### config.mk
export PLATFORM = sky130hd
export DESIGN_NAME = blur_row_fetcher_flat
export DESIGN_NICKNAME = d
export VERILOG_FILES = /design/src/rtl/blur_row_fetcher_if.sv /design/src/rtl/blur_row_fetcher.sv /design/src/flat_wrapper.sv
export SDC_FILE = /design/constraint.sdc
export NUM_CORES = 1
export LEC_CHECK = 0
export BUFFER_PORTS_ARGS = -buffer_cell sky130_fd_sc_hd__clkbuf_2
export CAP_MARGIN = 20
export CORE_UTILIZATION = 40
export CTS_BUF_LIST = sky130_fd_sc_hd__clkbuf_16
export CTS_CLUSTER_SIZE = 14
export DETAILED_ROUTE_END_ITERATION = 10
export GPL_TIMING_DRIVEN = 0
export PLACE_DENSITY = 0.71
export SLEW_MARGIN = 5
export SYNTH_ARGS = -nofsm -noshare
export SYNTH_HDL_FRONTEND = slang
export SYNTH_SLANG_ARGS = --single-unit
### constraint.sdc
create_clock -name clk -period 18.9 [get_ports clk]
set_input_delay 1.89 -clock clk [delete_from_list [all_inputs] [get_ports clk]]
set_output_delay 1.89 -clock clk [all_outputs]
set_load 0.05 [all_outputs]
### src/rtl/blur_row_fetcher_if.sv
// Pixel-memory read port between the row fetcher (master) and pixel memory (slave).
// mem_read/mem_addr are held by the master until the slave returns mem_ready.
interface blur_row_fetcher_if #(
    parameter int ADDR_BITS = 20
);
    logic                 mem_read;
    logic [ADDR_BITS-1:0] mem_addr;
    logic                 mem_ready;
    logic [7:0]           mem_data;

    modport master (output mem_read, output mem_addr, input mem_ready, input mem_data);
    modport slave  (input mem_read, input mem_addr, output mem_ready, output mem_data);
endinterface

### src/rtl/blur_row_fetcher.sv
// Walks 16-column anchors in raster order, fetches 20-pixel row segments into a
// buffer and hands each one to the blur stage, prefetching while blur is busy.
module blur_row_fetcher #(
    parameter int IMG_WIDTH  = 640,
    parameter int IMG_HEIGHT = 480,
    parameter int ADDR_BITS  = 20
) (
    input  logic               clk,
    input  logic               rst,
    input  logic               start_i,
    blur_row_fetcher_if.master mem,
    output logic [19:0][7:0]   blur_in_o,
    output logic [31:0]        anchor_x_o,
    output logic [31:0]        anchor_y_o,
    output logic               anchor_moving_o,
    input  logic               blur_final_i,
    output logic               frame_done_o,
    output logic [1:0]         state_o
);
    typedef enum logic [1:0] {S_IDLE, S_FETCH, S_READY, S_DRAIN} state_e;

    localparam logic [ADDR_BITS-1:0] ROW_STEP = ADDR_BITS'(IMG_WIDTH);

    state_e               state_q;
    logic [4:0]           slot_q;
    logic [31:0]          anchor_x_q, anchor_y_q;
    logic [ADDR_BITS-1:0] row_base_q;
    logic [19:0][7:0]     buf_q;
    logic                 busy_q;
    logic                 frame_done_q;

    logic [31:0]          col;
    logic                 col_in;
    logic                 issue;
    logic                 wrap;
    logic                 last_anchor;
    logic [31:0]          anchor_x_d, anchor_y_d;
    logic [ADDR_BITS-1:0] row_base_d;

    assign col    = anchor_x_q + 32'(slot_q);
    assign col_in = col < 32'(IMG_WIDTH);

    // Columns past the right edge are zero-filled without touching memory.
    assign mem.mem_read = (state_q == S_FETCH) && col_in;
    assign mem.mem_addr = row_base_q + col[ADDR_BITS-1:0];

    // Issue also in the cycle blur finishes, so back-to-back segments have no gap.
    assign issue = (state_q == S_READY) && (!busy_q || blur_final_i);

    assign wrap        = (anchor_x_q + 32'd16) >= 32'(IMG_WIDTH);
    assign last_anchor = wrap && (anchor_y_q == 32'(IMG_HEIGHT - 1));
    assign anchor_x_d  = wrap ? 32'd0 : anchor_x_q + 32'd16;
    assign anchor_y_d  = wrap ? anchor_y_q + 32'd1 : anchor_y_q;
    assign row_base_d  = wrap ? row_base_q + ROW_STEP : row_base_q;

    always_ff @(posedge clk or posedge rst) begin
        if (rst) begin
            state_q      <= S_IDLE;
            slot_q       <= 5'd0;
            anchor_x_q   <= 32'd0;
            anchor_y_q   <= 32'd0;
            row_base_q   <= '0;
            buf_q        <= '0;
            busy_q       <= 1'b0;
            frame_done_q <= 1'b0;
        end else begin
            frame_done_q <= 1'b0;
            if (issue) begin
                busy_q <= 1'b1;
            end else if (blur_final_i) begin
                busy_q <= 1'b0;
            end
            case (state_q)
                S_IDLE: begin
                    if (start_i) begin
                        anchor_x_q <= 32'd0;
                        anchor_y_q <= 32'd0;
                        row_base_q <= '0;
                        slot_q     <= 5'd0;
                        state_q    <= S_FETCH;
                    end
                end
                S_FETCH: begin
                    if (!col_in || mem.mem_ready) begin
                        buf_q[slot_q] <= col_in ? mem.mem_data : 8'd0;
                        if (slot_q == 5'd19) begin
                            state_q <= S_READY;
                        end else begin
                            slot_q <= slot_q + 5'd1;
                        end
                    end
                end
                S_READY: begin
                    if (issue) begin
                        anchor_x_q <= anchor_x_d;
                        anchor_y_q <= anchor_y_d;
                        row_base_q <= row_base_d;
                        slot_q     <= 5'd0;
                        state_q    <= last_anchor ? S_DRAIN : S_FETCH;
                    end
                end
                S_DRAIN: begin
                    if (blur_final_i && busy_q) begin
                        frame_done_q <= 1'b1;
                        state_q      <= S_IDLE;
                    end
                end
                default: state_q <= S_IDLE;
            endcase
        end
    end

    assign blur_in_o       = buf_q;
    assign anchor_x_o      = anchor_x_q;
    assign anchor_y_o      = anchor_y_q;
    assign anchor_moving_o = issue;
    assign frame_done_o    = frame_done_q;
    assign state_o         = state_q;
endmodule

### src/flat_wrapper.sv
// flat-port wrapper written by rule: the top's interface ports become plain ports
module blur_row_fetcher_flat 
#(
    parameter int IMG_WIDTH  = 640,
    parameter int IMG_HEIGHT = 480,
    parameter int ADDR_BITS  = 20
)
  (clk, rst, start_i, blur_in_o, anchor_x_o, anchor_y_o, anchor_moving_o, blur_final_i, frame_done_o, state_o, mem_mem_read, mem_mem_addr, mem_mem_ready, mem_mem_data);
  blur_row_fetcher_if #(.ADDR_BITS(ADDR_BITS)) mem_i ();
  input  logic clk;
  input  logic rst;
  input  logic start_i;
  output logic [19:0][7:0] blur_in_o;
  output logic [31:0] anchor_x_o;
  output logic [31:0] anchor_y_o;
  output logic anchor_moving_o;
  input  logic blur_final_i;
  output logic frame_done_o;
  output logic [1:0] state_o;
  output wire logic [$bits(mem_i.mem_read)-1:0] mem_mem_read;
  output wire logic [$bits(mem_i.mem_addr)-1:0] mem_mem_addr;
  input wire logic [$bits(mem_i.mem_ready)-1:0] mem_mem_ready;
  input wire logic [$bits(mem_i.mem_data)-1:0] mem_mem_data;
  assign mem_mem_read = mem_i.mem_read;
  assign mem_mem_addr = mem_i.mem_addr;
  assign mem_i.mem_ready = mem_mem_ready;
  assign mem_i.mem_data = mem_mem_data;
  blur_row_fetcher #(.IMG_WIDTH(IMG_WIDTH), .IMG_HEIGHT(IMG_HEIGHT), .ADDR_BITS(ADDR_BITS)) u_core (.clk(clk), .rst(rst), .start_i(start_i), .mem(mem_i), .blur_in_o(blur_in_o), .anchor_x_o(anchor_x_o), .anchor_y_o(anchor_y_o), .anchor_moving_o(anchor_moving_o), .blur_final_i(blur_final_i), .frame_done_o(frame_done_o), .state_o(state_o));
endmodule
; ---- Word-level counts from Yosys, hierarchy flattened
; Index checks and enable logic that the tools add are counted.
[totals]
reg_bits = 253
latch_bits = 0
ramBits = 0
romBits = 0
inputBits = 13
word_cells = 98
memories = 0
[op_classes]
n_addsub = 6
multipliers = 0
n_div = 0
order_cmp = 4
n_eq_ne = 12
shifts = 0
n_mux = 31
n_bitwise = 0
n_reduce_logical = 18
[ops]
columns = operator, n
row1 = bitwise mux 160 bit, 1
row2 = 2-to-1 mux 32 bit, 5
row3 = case mux 32 bit (2 select lines), 2
row4 = 2-to-1 mux 20 bit, 3
row5 = demux 8 bit (select 5 bit), 1
row6 = case mux 20 bit (2 select lines), 1
row7 = "adder 32 x 1 -> 32 bit, second input constant", 1
row8 = adder 32 x 5 -> 32 bit, 1
row9 = "adder 32 x 5 -> 32 bit, second input constant", 1
row10 = "== test 32 x 9 -> 1 bit, second input constant", 1
row11 = "greater-or-equal comparator 32 x 10 -> 1 bit, second input constant", 1
row12 = "less-than comparator 32 x 10 -> 1 bit, second input constant", 1
row13 = "adder 20 x 10 -> 20 bit, second input constant", 1
row14 = adder 20 bit, 1
row15 = 2-to-1 mux 5 bit, 4
row16 = 2-to-1 mux 8 bit, 2
row17 = case mux 5 bit (3 select lines), 1
row18 = 2-to-1 mux 2 bit, 6
row19 = "!= test 2 bit, second input constant", 5
row20 = AND reduction 5 bit, 2
row21 = case mux 2 bit (4 select lines), 1
row22 = "less-than comparator 5 x 6 -> 1 bit, second input constant", 1
row23 = "adder 5 x 1 -> 5 bit, second input constant", 1
row24 = "== test 5 bit, second input constant", 1
row25 = 14 further kinds, 26

; ---- Logic depth before layout (Yosys ltp)
[depth]
word_depth = 6
depth_mapped = 13
mapped_depth_nobuf = 13

; ---- Least setup slack after synthesis
; Ideal clock, no wire load.
[synth_path]
path_type = register to output
start = reg u_core.anchor_x_q[4] (netlist: u_core.anchor_x_o[4])
end = out mem_mem_addr[17]
t_arrival_ns = 3.757
required_ns = 17.010
slack_ns = 13.253
stages_incl_launch_ff = 14
path_buffers = 0
cell_sequence = dfrtp_1 ha_1 a41o_1 nand4_1 xnor2_1 ha_1 a21oi_1 o21ai_0 a21o_1 a21o_1 a21o_1 a21oi_1 o21ai_0 xnor2_1
[synth_between]
elab_chain_len = 2
[synth_lines]
columns = element, line
row1 = "start, declared", blur_row_fetcher.sv:26  ; logic [31:0] anchor_x_q, anchor_y_q;
row2 = "start signal, assigned", blur_row_fetcher.sv:95  ; anchor_x_q <= anchor_x_d;
row3 = adder 32 x 5 -> 32 bit, blur_row_fetcher.sv:40  ; assign col = anchor_x_q + 32'(slot_q);
row4 = adder 20 bit, blur_row_fetcher.sv:45  ; assign mem.mem_addr = row_base_q + col[ADDR_BITS-1:0];
row5 = "end, declared", flat_wrapper.sv:21  ; output wire logic [$bits(mem_i.mem_addr)-1:0] mem_mem_addr;
; Every way passes these cells.

; ---- Final worst setup path
[layout_path]
start = reg u_core.anchor_x_q[4] (netlist: u_core.anchor_x_o[4])
end = out mem_mem_addr[19]
; The elaborated chain is that of the path after synthesis.

==> summary.txt <==
share of layout cells above drive strength 1: 24.0%
clk buf depth: 3
biggest area consumer among synthesized cells: dfrtp_1
Setup Buffers After CTS: 0
number of synthesized flops with an enable pin: 0
Least-Margin Pin Slew: 0.941 ns
Hold Path Cell Cnt: 1
nets: 1,508
Clock Skew: 0.0159 ns
Setup CP Type: reg -> out
port bufs: 256
startpoint types: flop
Root Driver: clkbuf_16
cts hold-fix bufs: 0
Setup Viol. Count Final: 0
Worst Path Required: 17.01 ns
vias in the first global route: 10,468
TNS Setup: 0 ns
PwrDens: 161 mW/mm2
critical path arrival: 4.22 ns
Netlist cell types: 69
later-pin clock latency in the skew report: 0.55 ns
crit-path cells: ha_1, a41o_1, nand4_1, xnor2_1, ha_1, a21oi_1, o21ai_0, a21o_1, a21o_1, a21o_1, a211o_1, a21oi_1, xnor2_1, clkbuf_2
multi-input logic area: 0.00556 mm2
Worst Hold Class: reg -> reg
VDD IR max: 123 uV
switching part of the total power: 49.2%
RSZ-0062 raised after global routing: no
run status: complete, no violations
H-tree levels: 1
initial antenna violation count: 1
Starting DRT DRC Count: 845
Rows: 63
share of the synthesized area in the top cell type: 50.0%
DP HPWL: 28,800 um
R2R depth: 10
most common cell after layout, fill and taps aside: clkbuf_2
final instance area: 0.0148 mm2
minimum clock period: 6.11 ns
total track usage: 24.9%
Filler cells: 2,816
Clock transition at path regs: 0.06 ns
IO Pins: 262
total CTS buffers: 27
largest net degree at the start of global routing: 124
Psw: 0.00117 W
Avg Cell Area, Syn: 10.3 um2
# DRC: 0
Initial Utilization: 40.7%
hold violation count in the final report: 0
post-cts resize count: 0
cell internal pwr: 0.00121 W
Die ar.: 0.0310 mm2
FF+latch area: 0.00606 mm2
wire length per cell: 21.0 um
fmax: 164 MHz
DRT Wirelength: 39,500 um
vias: 11,080
vias per cell: 5.89
cell count after synthesis: 1,181
Clk pwr share: 21.7%
Synth-to-Final Area Change: 22.4%
clock sink total: 242
CP max stage delay: 0.54 ns
commonest non-fill, non-tap cells in the layout: clkbuf_2 (257), dfrtp_1 (242), a22o_1 (160), nand2_1 (88), nor2_1 (83)
fraction of registers with async set/reset: 100%
Main synth FF type: dfrtp_1
CTS tree: yes
DP Area: 0.0140 mm2
maxcap violations: 0
Synth Register Bits: 242
Top cell by count, worst path: a21o_1
final worst-path cycle share: 32.3%
CP max FO: 8
sequential power share: 31.6%
chip height: 176 um
DRT antenna net count: 0
synth warn: 0
sequential area share after synthesis: 50.0%
fin. max-slew vios: 0
core area: 0.0297 mm2
Slew headroom: 36.8%
Die W: 176 um
Crit-path slowest cell: dfrtp_1
global route overflow: 0
first-pass GRT wire length: 60,700 um
most area-consuming cells after synthesis: dfrtp_1 (50%), a22o_1 (12%), nand2_1 (2.7%), nor2_1 (2.6%), ha_1 (2.3%)
combinational fraction of design power: 46.7%
P_leak: 7.19 nW
synthesized area: 0.0121 mm2
first-pass iteration count of the detailed router: 5
placer congestion estimate: 0.927
CP endpoint kind: primary output
area by class of cell:
cell class / count / share of cell area [%]
sequential: 242 / 40.9
multi-input combinational: 833 / 37.5
timing repair buffer: 258 / 9.02
clock buffer: 27 / 4.56
tap: 390 / 3.29
buffer: 89 / 2.91
clock inverter: 19 / 1.22
inverter: 22 / 0.608
antenna: 1 / 0.0169
power by group through the flow:
stage	Combinational [W]	Clock, W	Sequential (W)
floorplan	0.000389	0	0.00117
global placement	0.00110	0	0.000756
detailed placement	0.00111	0	0.000752
CTS	0.00111	0.000526	0.000750
global route	0.00117	0.000547	0.000767
finish	0.00111	0.000518	0.000753
cells in the mapped netlist, types with 24 or more instances:
| library cell | count |
|---|---|
| a22o_1 | 160 |
| o21ai_0 | 46 |
| or3_1 | 32 |
| nand4_1 | 38 |
| nand3_1 | 38 |
| and2_1 | 26 |
| nor2_1 | 83 |
| clkbuf_1 | 51 |
| or4_1 | 26 |
| nor3_1 | 24 |
| xnor2_1 | 31 |
| a21oi_1 | 39 |
| dfrtp_1 | 242 |
| nand2_1 | 88 |
sequential cells by signal, summed over array words and instances, names as in the netlist:
register,cells
u_core.busy_q,1
u_core.frame_done_o,1
u_core.slot_q,5
u_core.anchor_x_o,28
u_core.row_base_q,13
u_core.blur_in_o,160
u_core.anchor_y_o,32
u_core.state_o,2
cell families after synthesis:
group / count (synthesis) / share of synthesized area [%]
AOI/OAI and AO/OA: 319 / 20.0
xor gates and xnor gates: 44 / 3.18
adders and majority gates: 23 / 2.36
buffers and inverters: 111 / 4.25
DFF: 242 / 50.0
muxes: 9 / 0.754
other: 1 / 0.0310
and+or+nand+nor: 432 / 19.4
worst max-delay path, delay by kind of cell (launching register included):
| kind | cells | cell delay (ns) |
|---|---|---|
| DFF | 1 | 0.54 |
| buffers and inverters | 1 | 0.30 |
| xor gates and xnor gates | 2 | 0.31 |
| adders and majority gates | 2 | 0.71 |
| and+or+nand+nor | 1 | 0.14 |
| AOI/OAI and AO/OA | 8 | 1.68 |
worst paths after layout:
| kind | slack, ns | end | startpoint |
|---|---|---|---|
| min in group asynchronous | 1.31 | u_core.anchor_x_o[24]$_DFFE_PP0P_ | rst |
| hold / removal | 0.50 | u_core.blur_in_o[78]$_DFFE_PP0P_ | u_core.blur_in_o[78]$_DFFE_PP0P_ |
| setup / recovery | 12.79 | mem_mem_addr[19] | u_core.anchor_x_o[4]$_DFFE_PP0P_ |
| max in group asynchronous | 16.31 | u_core.blur_in_o[50]$_DFFE_PP0P_ | rst |
| hold reg to reg | 0.50 | u_core.blur_in_o[78]$_DFFE_PP0P_ | u_core.blur_in_o[78]$_DFFE_PP0P_ |
| setup reg to reg | 14.71 | u_core.blur_in_o[144]$_DFFE_PP0P_ | u_core.anchor_x_o[4]$_DFFE_PP0P_ |
metrics by stage:
stage	hold slack, ns	power (W)	setup slack [ns]	utilization [%]	std cells
after floorplan	0.506	0.00156	10.37	-	1186
after global placement	0.483	0.00185	7.58	46.8	1832
after detailed placement	0.480	0.00187	13.37	47.0	1834
after CTS	0.503	0.00239	12.76	49.9	1880
after global routing	0.512	0.00248	12.56	49.9	1881
final	0.499	0.00238	12.79	49.9	1881
per-layer routing:
metal,part of all wire (%),global-route usage (%)
met4,2.8,7.50
met3,8.9,6.14
met1,43,34.2
met2,46,38.9
met5,0,0
Power figures use the tool's default switching activity.
